==> src/rtl/viterbi_pkg.sv <==
// Shared constants and helpers for the rate-1/2, K=3 convolutional codec.
// Holds the trellis shape, generator polynomials, metric start/normalization
// constants and the expected-symbol function used by both encoder and decoder.
package viterbi_pkg;

  localparam int unsigned K          = 3;
  localparam int unsigned NUM_STATES = 2 ** (K - 1);

  // Generator taps applied to {d, s1, s0}.
  localparam logic [2:0] G1 = 3'b111;
  localparam logic [2:0] G0 = 3'b101;

  // States 1..3 start penalised so decoding begins in state 0.
  localparam int unsigned INIT_METRIC = 8;
  // Amount removed from every metric once all four reach it.
  localparam int unsigned NORM_METRIC = 4;

  // Coded symbol {g1,g0} produced when bit b enters a coder in state {s1,s0}.
  function automatic logic [1:0] expected_symbol(input logic [1:0] state, input logic b);
    logic [2:0] taps;
    taps = {b, state};
    return {^(taps & G1), ^(taps & G0)};
  endfunction

endpackage

==> src/rtl/conv_encoder.sv <==
// Rate-1/2, K=3 convolutional encoder with a one-cycle registered output.
// Ports:
//   clk_i    - clock, rising edge
//   rst_ni   - asynchronous active-low reset
//   enable_i - accept d_i this cycle
//   d_i      - information bit
//   valid_o  - sym_o holds a fresh symbol (registered enable_i)
//   sym_o    - coded symbol {g1,g0}; holds while not enabled
module conv_encoder
  import viterbi_pkg::*;
(
  input  logic       clk_i,
  input  logic       rst_ni,
  input  logic       enable_i,
  input  logic       d_i,
  output logic       valid_o,
  output logic [1:0] sym_o
);

  // state_q = {previous bit, bit before that}
  logic [1:0] state_q, state_d;
  logic [1:0] sym_q, sym_d;
  logic       valid_q, valid_d;

  always_comb begin
    state_d = state_q;
    sym_d   = sym_q;
    valid_d = enable_i;
    if (enable_i) begin
      sym_d   = expected_symbol(state_q, d_i);
      state_d = {d_i, state_q[1]};
    end
  end

  always_ff @(posedge clk_i or negedge rst_ni) begin
    if (!rst_ni) begin
      state_q <= '0;
      sym_q   <= '0;
      valid_q <= 1'b0;
    end else begin
      state_q <= state_d;
      sym_q   <= sym_d;
      valid_q <= valid_d;
    end
  end

  assign valid_o = valid_q;
  assign sym_o   = sym_q;

endmodule

==> src/rtl/viterbi_codec.sv <==
// Convolutional encoder plus hard-decision 4-state register-exchange Viterbi
// decoder. Encode and decode paths are fully independent.
// Ports:
//   clk, rst (async, active low)
//   enc_enable_i/enc_d_i  -> enc_valid_o/enc_d_o   (1-cycle latency)
//   dec_enable_i/dec_d_i  -> dec_valid_o/dec_d_o   (TB_DEPTH enabled symbols)
module viterbi_codec
  import viterbi_pkg::*;
#(
  parameter int unsigned TB_DEPTH = 16,
  parameter int unsigned METRIC_W = 6
) (
  input  logic       clk,
  input  logic       rst,
  input  logic       enc_enable_i,
  input  logic       enc_d_i,
  output logic       enc_valid_o,
  output logic [1:0] enc_d_o,
  input  logic       dec_enable_i,
  input  logic [1:0] dec_d_i,
  output logic       dec_valid_o,
  output logic       dec_d_o
);

  localparam int unsigned CntW = $clog2(TB_DEPTH + 1);
  localparam logic [METRIC_W-1:0] MetricMax  = {METRIC_W{1'b1}};
  localparam logic [METRIC_W-1:0] MetricInit = METRIC_W'(INIT_METRIC);
  localparam logic [METRIC_W-1:0] MetricNorm = METRIC_W'(NORM_METRIC);

  conv_encoder u_enc (
    .clk_i    (clk),
    .rst_ni   (rst),
    .enable_i (enc_enable_i),
    .d_i      (enc_d_i),
    .valid_o  (enc_valid_o),
    .sym_o    (enc_d_o)
  );

  // Survivors keep TB_DEPTH-1 bits; the oldest bit of the freshly exchanged
  // TB_DEPTH-bit path is the decision, so it never needs to be stored.
  logic [METRIC_W-1:0] metric_q   [NUM_STATES];
  logic [METRIC_W-1:0] metric_d   [NUM_STATES];
  logic [METRIC_W-1:0] acs_metric [NUM_STATES];
  logic [METRIC_W-1:0] nrm_metric [NUM_STATES];
  logic [TB_DEPTH-2:0] path_q     [NUM_STATES];
  logic [TB_DEPTH-2:0] path_d     [NUM_STATES];
  logic [TB_DEPTH-1:0] acs_path   [NUM_STATES];
  logic [CntW-1:0]     cnt_q, cnt_d;
  logic                dec_d_q, dec_d_d;
  logic                dec_valid_q, dec_valid_d;
  logic [1:0]          best;
  logic                norm;

  // State {s1,s0} is reached from {s0,0} or {s0,1} with input bit s1.
  for (genvar s = 0; s < NUM_STATES; s++) begin : g_acs
    localparam logic [1:0] St    = 2'(s);
    localparam logic [1:0] Pred0 = {St[0], 1'b0};
    localparam logic [1:0] Pred1 = {St[0], 1'b1};
    logic [1:0]          x0, x1, bm0, bm1;
    logic [METRIC_W:0]   sum0, sum1;
    logic [METRIC_W-1:0] cand0, cand1;
    logic                take1;

    assign x0    = dec_d_i ^ expected_symbol(Pred0, St[1]);
    assign x1    = dec_d_i ^ expected_symbol(Pred1, St[1]);
    assign bm0   = {1'b0, x0[1]} + {1'b0, x0[0]};
    assign bm1   = {1'b0, x1[1]} + {1'b0, x1[0]};
    assign sum0  = {1'b0, metric_q[Pred0]} + (METRIC_W + 1)'(bm0);
    assign sum1  = {1'b0, metric_q[Pred1]} + (METRIC_W + 1)'(bm1);
    assign cand0 = sum0[METRIC_W] ? MetricMax : sum0[METRIC_W-1:0];
    assign cand1 = sum1[METRIC_W] ? MetricMax : sum1[METRIC_W-1:0];
    // Strict compare: ties keep the s0=0 predecessor.
    assign take1 = cand1 < cand0;
    assign acs_metric[s] = take1 ? cand1 : cand0;
    assign acs_path[s]   = take1 ? {path_q[Pred1], St[1]} : {path_q[Pred0], St[1]};
  end

  always_comb begin
    norm = 1'b1;
    for (int i = 0; i < NUM_STATES; i++) begin
      if (acs_metric[i] < MetricNorm) norm = 1'b0;
    end
    for (int i = 0; i < NUM_STATES; i++) begin
      nrm_metric[i] = norm ? acs_metric[i] - MetricNorm : acs_metric[i];
    end
  end

  // Best state from pre-update metrics; lowest index wins ties.
  always_comb begin
    best = '0;
    for (int i = 1; i < NUM_STATES; i++) begin
      if (metric_q[i] < metric_q[best]) best = 2'(i);
    end
  end

  always_comb begin
    metric_d    = metric_q;
    path_d      = path_q;
    cnt_d       = cnt_q;
    dec_d_d     = dec_d_q;
    dec_valid_d = 1'b0;
    if (dec_enable_i) begin
      metric_d = nrm_metric;
      for (int i = 0; i < NUM_STATES; i++) begin
        path_d[i] = acs_path[i][TB_DEPTH-2:0];
      end
      cnt_d       = (cnt_q == CntW'(TB_DEPTH)) ? cnt_q : cnt_q + CntW'(1);
      dec_d_d     = acs_path[best][TB_DEPTH-1];
      dec_valid_d = (cnt_d == CntW'(TB_DEPTH));
    end
  end

  always_ff @(posedge clk or negedge rst) begin
    if (!rst) begin
      for (int i = 0; i < NUM_STATES; i++) begin
        metric_q[i] <= (i == 0) ? '0 : MetricInit;
        path_q[i]   <= '0;
      end
      cnt_q       <= '0;
      dec_d_q     <= 1'b0;
      dec_valid_q <= 1'b0;
    end else begin
      metric_q    <= metric_d;
      path_q      <= path_d;
      cnt_q       <= cnt_d;
      dec_d_q     <= dec_d_d;
      dec_valid_q <= dec_valid_d;
    end
  end

  assign dec_d_o     = dec_d_q;
  assign dec_valid_o = dec_valid_q;

endmodule

==> config.mk <==
export PLATFORM = sky130hd
export DESIGN_NAME = viterbi_codec
export DESIGN_NICKNAME = d
export VERILOG_FILES = /design/src/rtl/viterbi_pkg.sv /design/src/rtl/conv_encoder.sv /design/src/rtl/viterbi_codec.sv
export SDC_FILE = /design/constraint.sdc
export NUM_CORES = 1
export LEC_CHECK = 0
export CAP_MARGIN = 5
export CORE_ASPECT_RATIO = 1.2
export CORE_MARGIN = 2
export CORE_UTILIZATION = 55
export DETAILED_ROUTE_END_ITERATION = 10
export DONT_BUFFER_PORTS = 1
export MAX_ROUTING_LAYER = met4
export PLACE_DENSITY = 0.69
export RECOVER_POWER = 100
export SETUP_SLACK_MARGIN = 0.2
export SLEW_MARGIN = 20
export SYNTH_ARGS = -nofsm -noshare
export SYNTH_HDL_FRONTEND = slang
export SYNTH_SLANG_ARGS = --single-unit
==> constraint.sdc <==
create_clock -name clk -period 12.6 [get_ports clk]
set_clock_uncertainty 0.05 [all_clocks]
set_input_delay 2.52 -clock clk [delete_from_list [all_inputs] [get_ports clk]]
set_output_delay 2.52 -clock clk [all_outputs]
set_load 0.01 [all_outputs]
# Word-level counts from Yosys, hierarchy flattened
# Cells that the tools add are included.
op_classes:
  magnitude_cmp: 14
  n_mul: 0
  n_reduce_logical: 2
  bitwise: 6
  eq_ne: 2
  mux: 38
  n_addsub: 17
  shift: 0
  div_mod_pow: 0
op_table:
  columns: ["op", "count"]
  rows:
  - ["2-to-1 mux 6 bit", 20]
  - ["2-to-1 mux 16 bit", 6]
  - ["adder 6 x 2 -> 7 bit", 8]
  - ["< comparator 6 bit", 7]
  - ["binary-select mux 16 bit (select 2 bit)", 1]
  - ["binary-select mux 6 bit (select 2 bit)", 2]
  - ["< comparator 6 x 3 -> 1 bit, second input constant", 4]
  - ["subtractor 6 x 3 -> 6 bit, second input constant", 4]
  - ["equality test 5 bit, second input constant", 2]
  - ["greater-or-equal comparator 3 bit, second input constant", 3]
  - ["inverter 2 -> 3 bit", 3]
  - ["adder 1 x 1 -> 2 bit", 4]
  - ["2-to-1 mux 1 bit", 6]
  - ["XOR reduction 3 bit", 2]
  - ["adder 5 x 1 -> 5 bit, second input constant", 1]
  - ["2-to-1 mux 5 bit", 1]
  - ["2-to-1 mux 2 bit", 2]
  - ["inverter 1 bit", 2]
  - ["inverter 2 bit", 1]
word_totals:
  reg_bits: 96
  inputBits: 7
  mem_bits_rw: 0
  latchBits: 0
  romBits: 0
  output_inout_bits: 5
  memories: 0
  elab_cells: 93

# Logic depth before layout (Yosys ltp)
logic_depth:
  ltp_word: 18
  ltp_mapped: 25
  mapped_depth_nobuf: 22

# By module
# A second synthesis with hierarchy kept.
unflattened:
  hier_cells: 799
  hier_area_um2: 6971.7
by_module_without_submodules:
  columns: ["mod", "cells_per_inst", "area_per_inst_um2", "seq_area_each_um2", "instances"]
  rows:
  - ["viterbi_codec", 787, 6767.7, 2155.8, 1]
  - ["conv_encoder", 12, 203.9, 125.1, 1]

# Least setup slack after synthesis
# Ideal clock, no wire load.
synth_timing:
  path_kind: "in2reg"
  startpoint: "input dec_d_i[0]"
  endpoint: "register metric_q[22] (netlist bit)"
  path_slack_ns: 5.499
  required_time_ns: 12.430
  stages: 24
  t_arrival_ns: 6.932
  setup_ns: 0.120
  path_buffers: 3
  path_cell_list: "inv_1 -> ha_1 -> ha_1 -> inv_1 -> fa_1 -> nor2b_1 -> or4b_2 -> o21ai_0 -> inv_1 -> ha_1 -> and4_1 -> a221o_1 -> a31oi_4 -> buf_2 -> a21oi_1 -> ha_1 -> inv_1 -> a211oi_1 -> mux2i_1 -> o211a_1 -> buf_6 -> buf_6 -> nand4_1 -> a31o_1"
synth_via:
  elab_chain_len: 12
  word_cells_on_any_way: 40
  cone_classes: "13 x add/sub; 8 x order compare; 17 x mux; 2 x bitwise"
synth_rtl:
  columns: ["item", "line_no", "rtl"]
  rows:
  - ["from (decl)", "viterbi_codec.sv:20", "input logic [1:0] dec_d_i,"]
  - ["inverter 2 bit (no line)", null, null]
  - ["adder 1 x 1 -> 2 bit", "viterbi_codec.sv:66, viterbi_codec.sv:67", null]
  - ["adder 6 x 2 -> 7 bit", "viterbi_codec.sv:69", "assign sum1 = {1'b0, metric_q[Pred1]} + (METRIC_W + 1)'(bm1);"]
  - ["2-to-1 mux 6 bit", "viterbi_codec.sv:71", "assign cand1 = sum1[METRIC_W] ? MetricMax : sum1[METRIC_W-1:0];"]
  - ["< comparator 6 bit", "viterbi_codec.sv:73", "assign take1 = cand1 < cand0;"]
  - ["2-to-1 mux 6 bit", "viterbi_codec.sv:74", "assign acs_metric[s] = take1 ? cand1 : cand0;"]
  - ["< comparator 6 x 3 -> 1 bit", "viterbi_codec.sv:81", "if (acs_metric[i] < MetricNorm) norm = 1'b0;"]
  - ["2-to-1 mux 1 bit (4 in series)", "viterbi_codec.sv:81", null]
  - ["2-to-1 mux 6 bit (*)", "viterbi_codec.sv:84", "nrm_metric[i] = norm ? acs_metric[i] - MetricNorm : acs_metric[i];"]
  - ["to (signal, indexed assignment)", "viterbi_codec.sv:116", "metric_q[i] <= (i == 0) ? '0 : MetricInit;"]
  - ["to (signal assigned)", "viterbi_codec.sv:123", "metric_q <= metric_d;"]
  - ["to (decl)", "viterbi_codec.sv:41", "logic [METRIC_W-1:0] metric_q [NUM_STATES];"]
# Every way passes the cells marked *; elsewhere a longest branch is shown, timed or not.
# A chain may end at the register's enable or synchronous reset.

# Worst setup path in the final report
layout_timing:
  startpoint: "input dec_d_i[0]"
  endpoint: "register metric_q[14] (netlist bit)"
# Same word-level chain as after synthesis.

==> impl_metrics.ini <==
[run_status]
status = complete, but fails checks
violations = capacitance limit, slew limit

[job]
cap_violations = 1

[grt]
overflow = 0
grt_max_degree = 140
grt_use_total_pct = 25.7
grt_pass1_wl_um = 27300
grt_pass1_vias = 5612
grt_antenna_before_repair = 0

[clock_tree]
clock-sinks = 91
holdBufCountCts = 0
root_buffer = clkbuf_16
cts_resized = 0
htree_levels = 3
postCtsSetupBuffers = 0
clk_latency_ns = 0.35
cts_tree = built
clk_path_buf_depth = 2
cts_buffers = 9
clk_pin_slew_ns = 0.07

[sta]
grt_setup_unrepaired = false
setup_tns_ns = 0
finalCriticalPeriod_ns = 8.53
slew_headroom_pct = -15.0
clock.fmax_mhz = 117
slew_viol_final = 29
hold_slack_ns = 0.421
fin_ws_ns = 4.07
tightest_slew_ns = 1.72
setup_violations = 0
period_share_pct = 67.7
finalHoldViolCount = 0

[critical_path]
startpoint = dec_d_i[0]
worst-r2r-cell-count = 20
arrival_ns = 8.71
cp-start-kind = input port
critical_path_class = input port to flip-flop
cp_max_fo = 28
end_kind = flip-flop
rrSetupSlack_ns = 6.32
crit-reg2reg-capture = metric_q[14]$_DFFE_PN0P_
cp.required_ns = 12.78
timing.rr.start = metric_q[18]$_DFFE_PN0P_

[logic_synthesis]
netlist_instances = 789
synth_top_flop_cell = dfrtp_1
seq_area_frac_synth_pct = 32.4
syn_nets = 861
yosysWarnings = 0
ys_types = 66
postSynth.asyncResetShare_pct = 100
syn_avg_cell_area_um2 = 8.92
netlist_area_mm2 = 0.00704
synth_seq_cells = 91
synth-edff-count = 0

[die]
coreArea_mm2 = 0.0126
die_x_um = 107
start_util_pct = 56.0
row_count = 45
die_y_um = 128
dieArea_mm2 = 0.0137
io_pins = 12

[route]
post_drt_wl_per_cell_um = 17.6
drtIter0Drc = 359
totalWireLength_um = 16300
vias_per_cell = 6.15
drc = 0
firstDrtPassIters = 6
antenna_left = 0
vias = 5691

[placed_design]
place_congestion = 1.01
dp_hpwl_um = 11700
port_buffers = 0
dpl_worst_slack_ns = 4.80

[cells_and_area]
post-route-util_pct = 58.3
insertedDiodeCount = 0
layout.nets = 828
layout-drive-gt1-share_pct = 6.57
mostFrequentLayoutCells = nor2_1 (88), dfrtp_1 (88), a21oi_1 (87)
syn2layout_area_growth_pct = 4.00

[worst_hold_path]
hold-path-cell-count = 1
worstHoldEndpoint = path_q[0]$_DFFE_PN0P_
worst_hold_path_type = flip-flop to flip-flop
holdCritStartpoint = path_q[0]$_DFFE_PN0P_
-- layer usage --
metal  wire [um]  GRT usage, %
met1        7170          31.8
met2        8100          43.2
met3         636          3.25
met4         374          9.09
met5           0             -
-- cell families after synthesis --
family,Yosys count,share of synthesized area (%)
compound gates,210,19.2
xor+xnor,9,1.12
fa+ha+maj,65,12.4
buf+inv,93,5.89
flops,91,32.4
mux,93,13.7
simple gates,228,15.2
-- critical path: stages --
cell and delay (ns):
inv_1 0.03, ha_1 0.34, inv_1 0.12, ha_1 0.20
inv_1 0.09, fa_1 0.45, and3b_1 0.30, nand2_1 0.06
o21ai_0 0.36, inv_1 0.10, ha_1 0.22, or4_1 0.50
nor2_1 0.11, a211o_1 0.12, clkbuf_1 1.24, mux2i_1 0.42
ha_1 0.34, inv_1 0.11, o211a_1 0.55, nand2_1 0.20
a221o_1 0.33
-- cell type report --
type                    instances  area (um^2)
flip-flops and latches         91         2280
fillers                      1136         5240
repair buffers                  4         15.0
clock buffers                  10          229
multi-input cells             605         4320
inverters                      45          169
clock inverters                 6         95.1
well taps                     164          205
-- Yosys cell counts, drive strengths merged (7+ instances only) --
| master | instances | share of area [%] |
|---|---|---|
| nor2 | 89 | 4.7 |
| a21oi | 88 | 6.3 |
| dfrtp | 88 | 31 |
| mux2i | 77 | 11 |
| nand2 | 62 | 3.3 |
| ha | 57 | 10 |
| inv | 44 | 2.3 |
| o21ai | 43 | 3.1 |
| clkbuf | 25 | 1.3 |
| buf | 23 | 2.2 |
| mux2 | 16 | 2.6 |
| a21o | 14 | 1.5 |
| a31oi | 13 | 1.6 |
| nand4 | 13 | 1.2 |
| nand3 | 11 | 0.78 |
| o31ai | 10 | 1.4 |
| nand2b | 9 | 0.80 |
| nor2b | 9 | 0.80 |
| fa | 8 | 2.3 |
| and4 | 7 | 0.87 |
| xnor2 | 7 | 0.87 |
-- through the flow --
stage,cell area [um^2],instances
2_1_floorplan,7040,789
3_3_place_gp,7030,909
3_5_place_dp,7030,909
4_1_cts,7350,925
5_1_grt,7320,925
6_report,7320,925
-- flip-flops by register name, summed over array words and instances, names as in the netlist --
signal / count
cnt_q: 5
u_enc.sym_o: 2
path_q: 55
dec_valid_o: 1
u_enc.state_q: 2
u_enc.valid_o: 1
dec_d_o: 1
metric_q: 24
-- worst max-delay path by stage --
| stage | endpoint | slack, ns | cells after the start |
|---|---|---|---|
| floorplan | metric_q[22]$_DFFE_PN0P_ | 5.50 | 24 |
| global placement | metric_q[22]$_DFFE_PN0P_ | 4.90 | 21 |
| detailed placement | metric_q[22]$_DFFE_PN0P_ | 4.80 | 21 |
| CTS | metric_q[22]$_DFFE_PN0P_ | 5.16 | 21 |
| global route | metric_q[8]$_DFFE_PN0P_ | 3.56 | 21 |
| finish | metric_q[14]$_DFFE_PN0P_ | 4.07 | 21 |
Power is not shown: default switching activity piles up to over one toggle a cycle in this logic, so the estimate is an artifact.
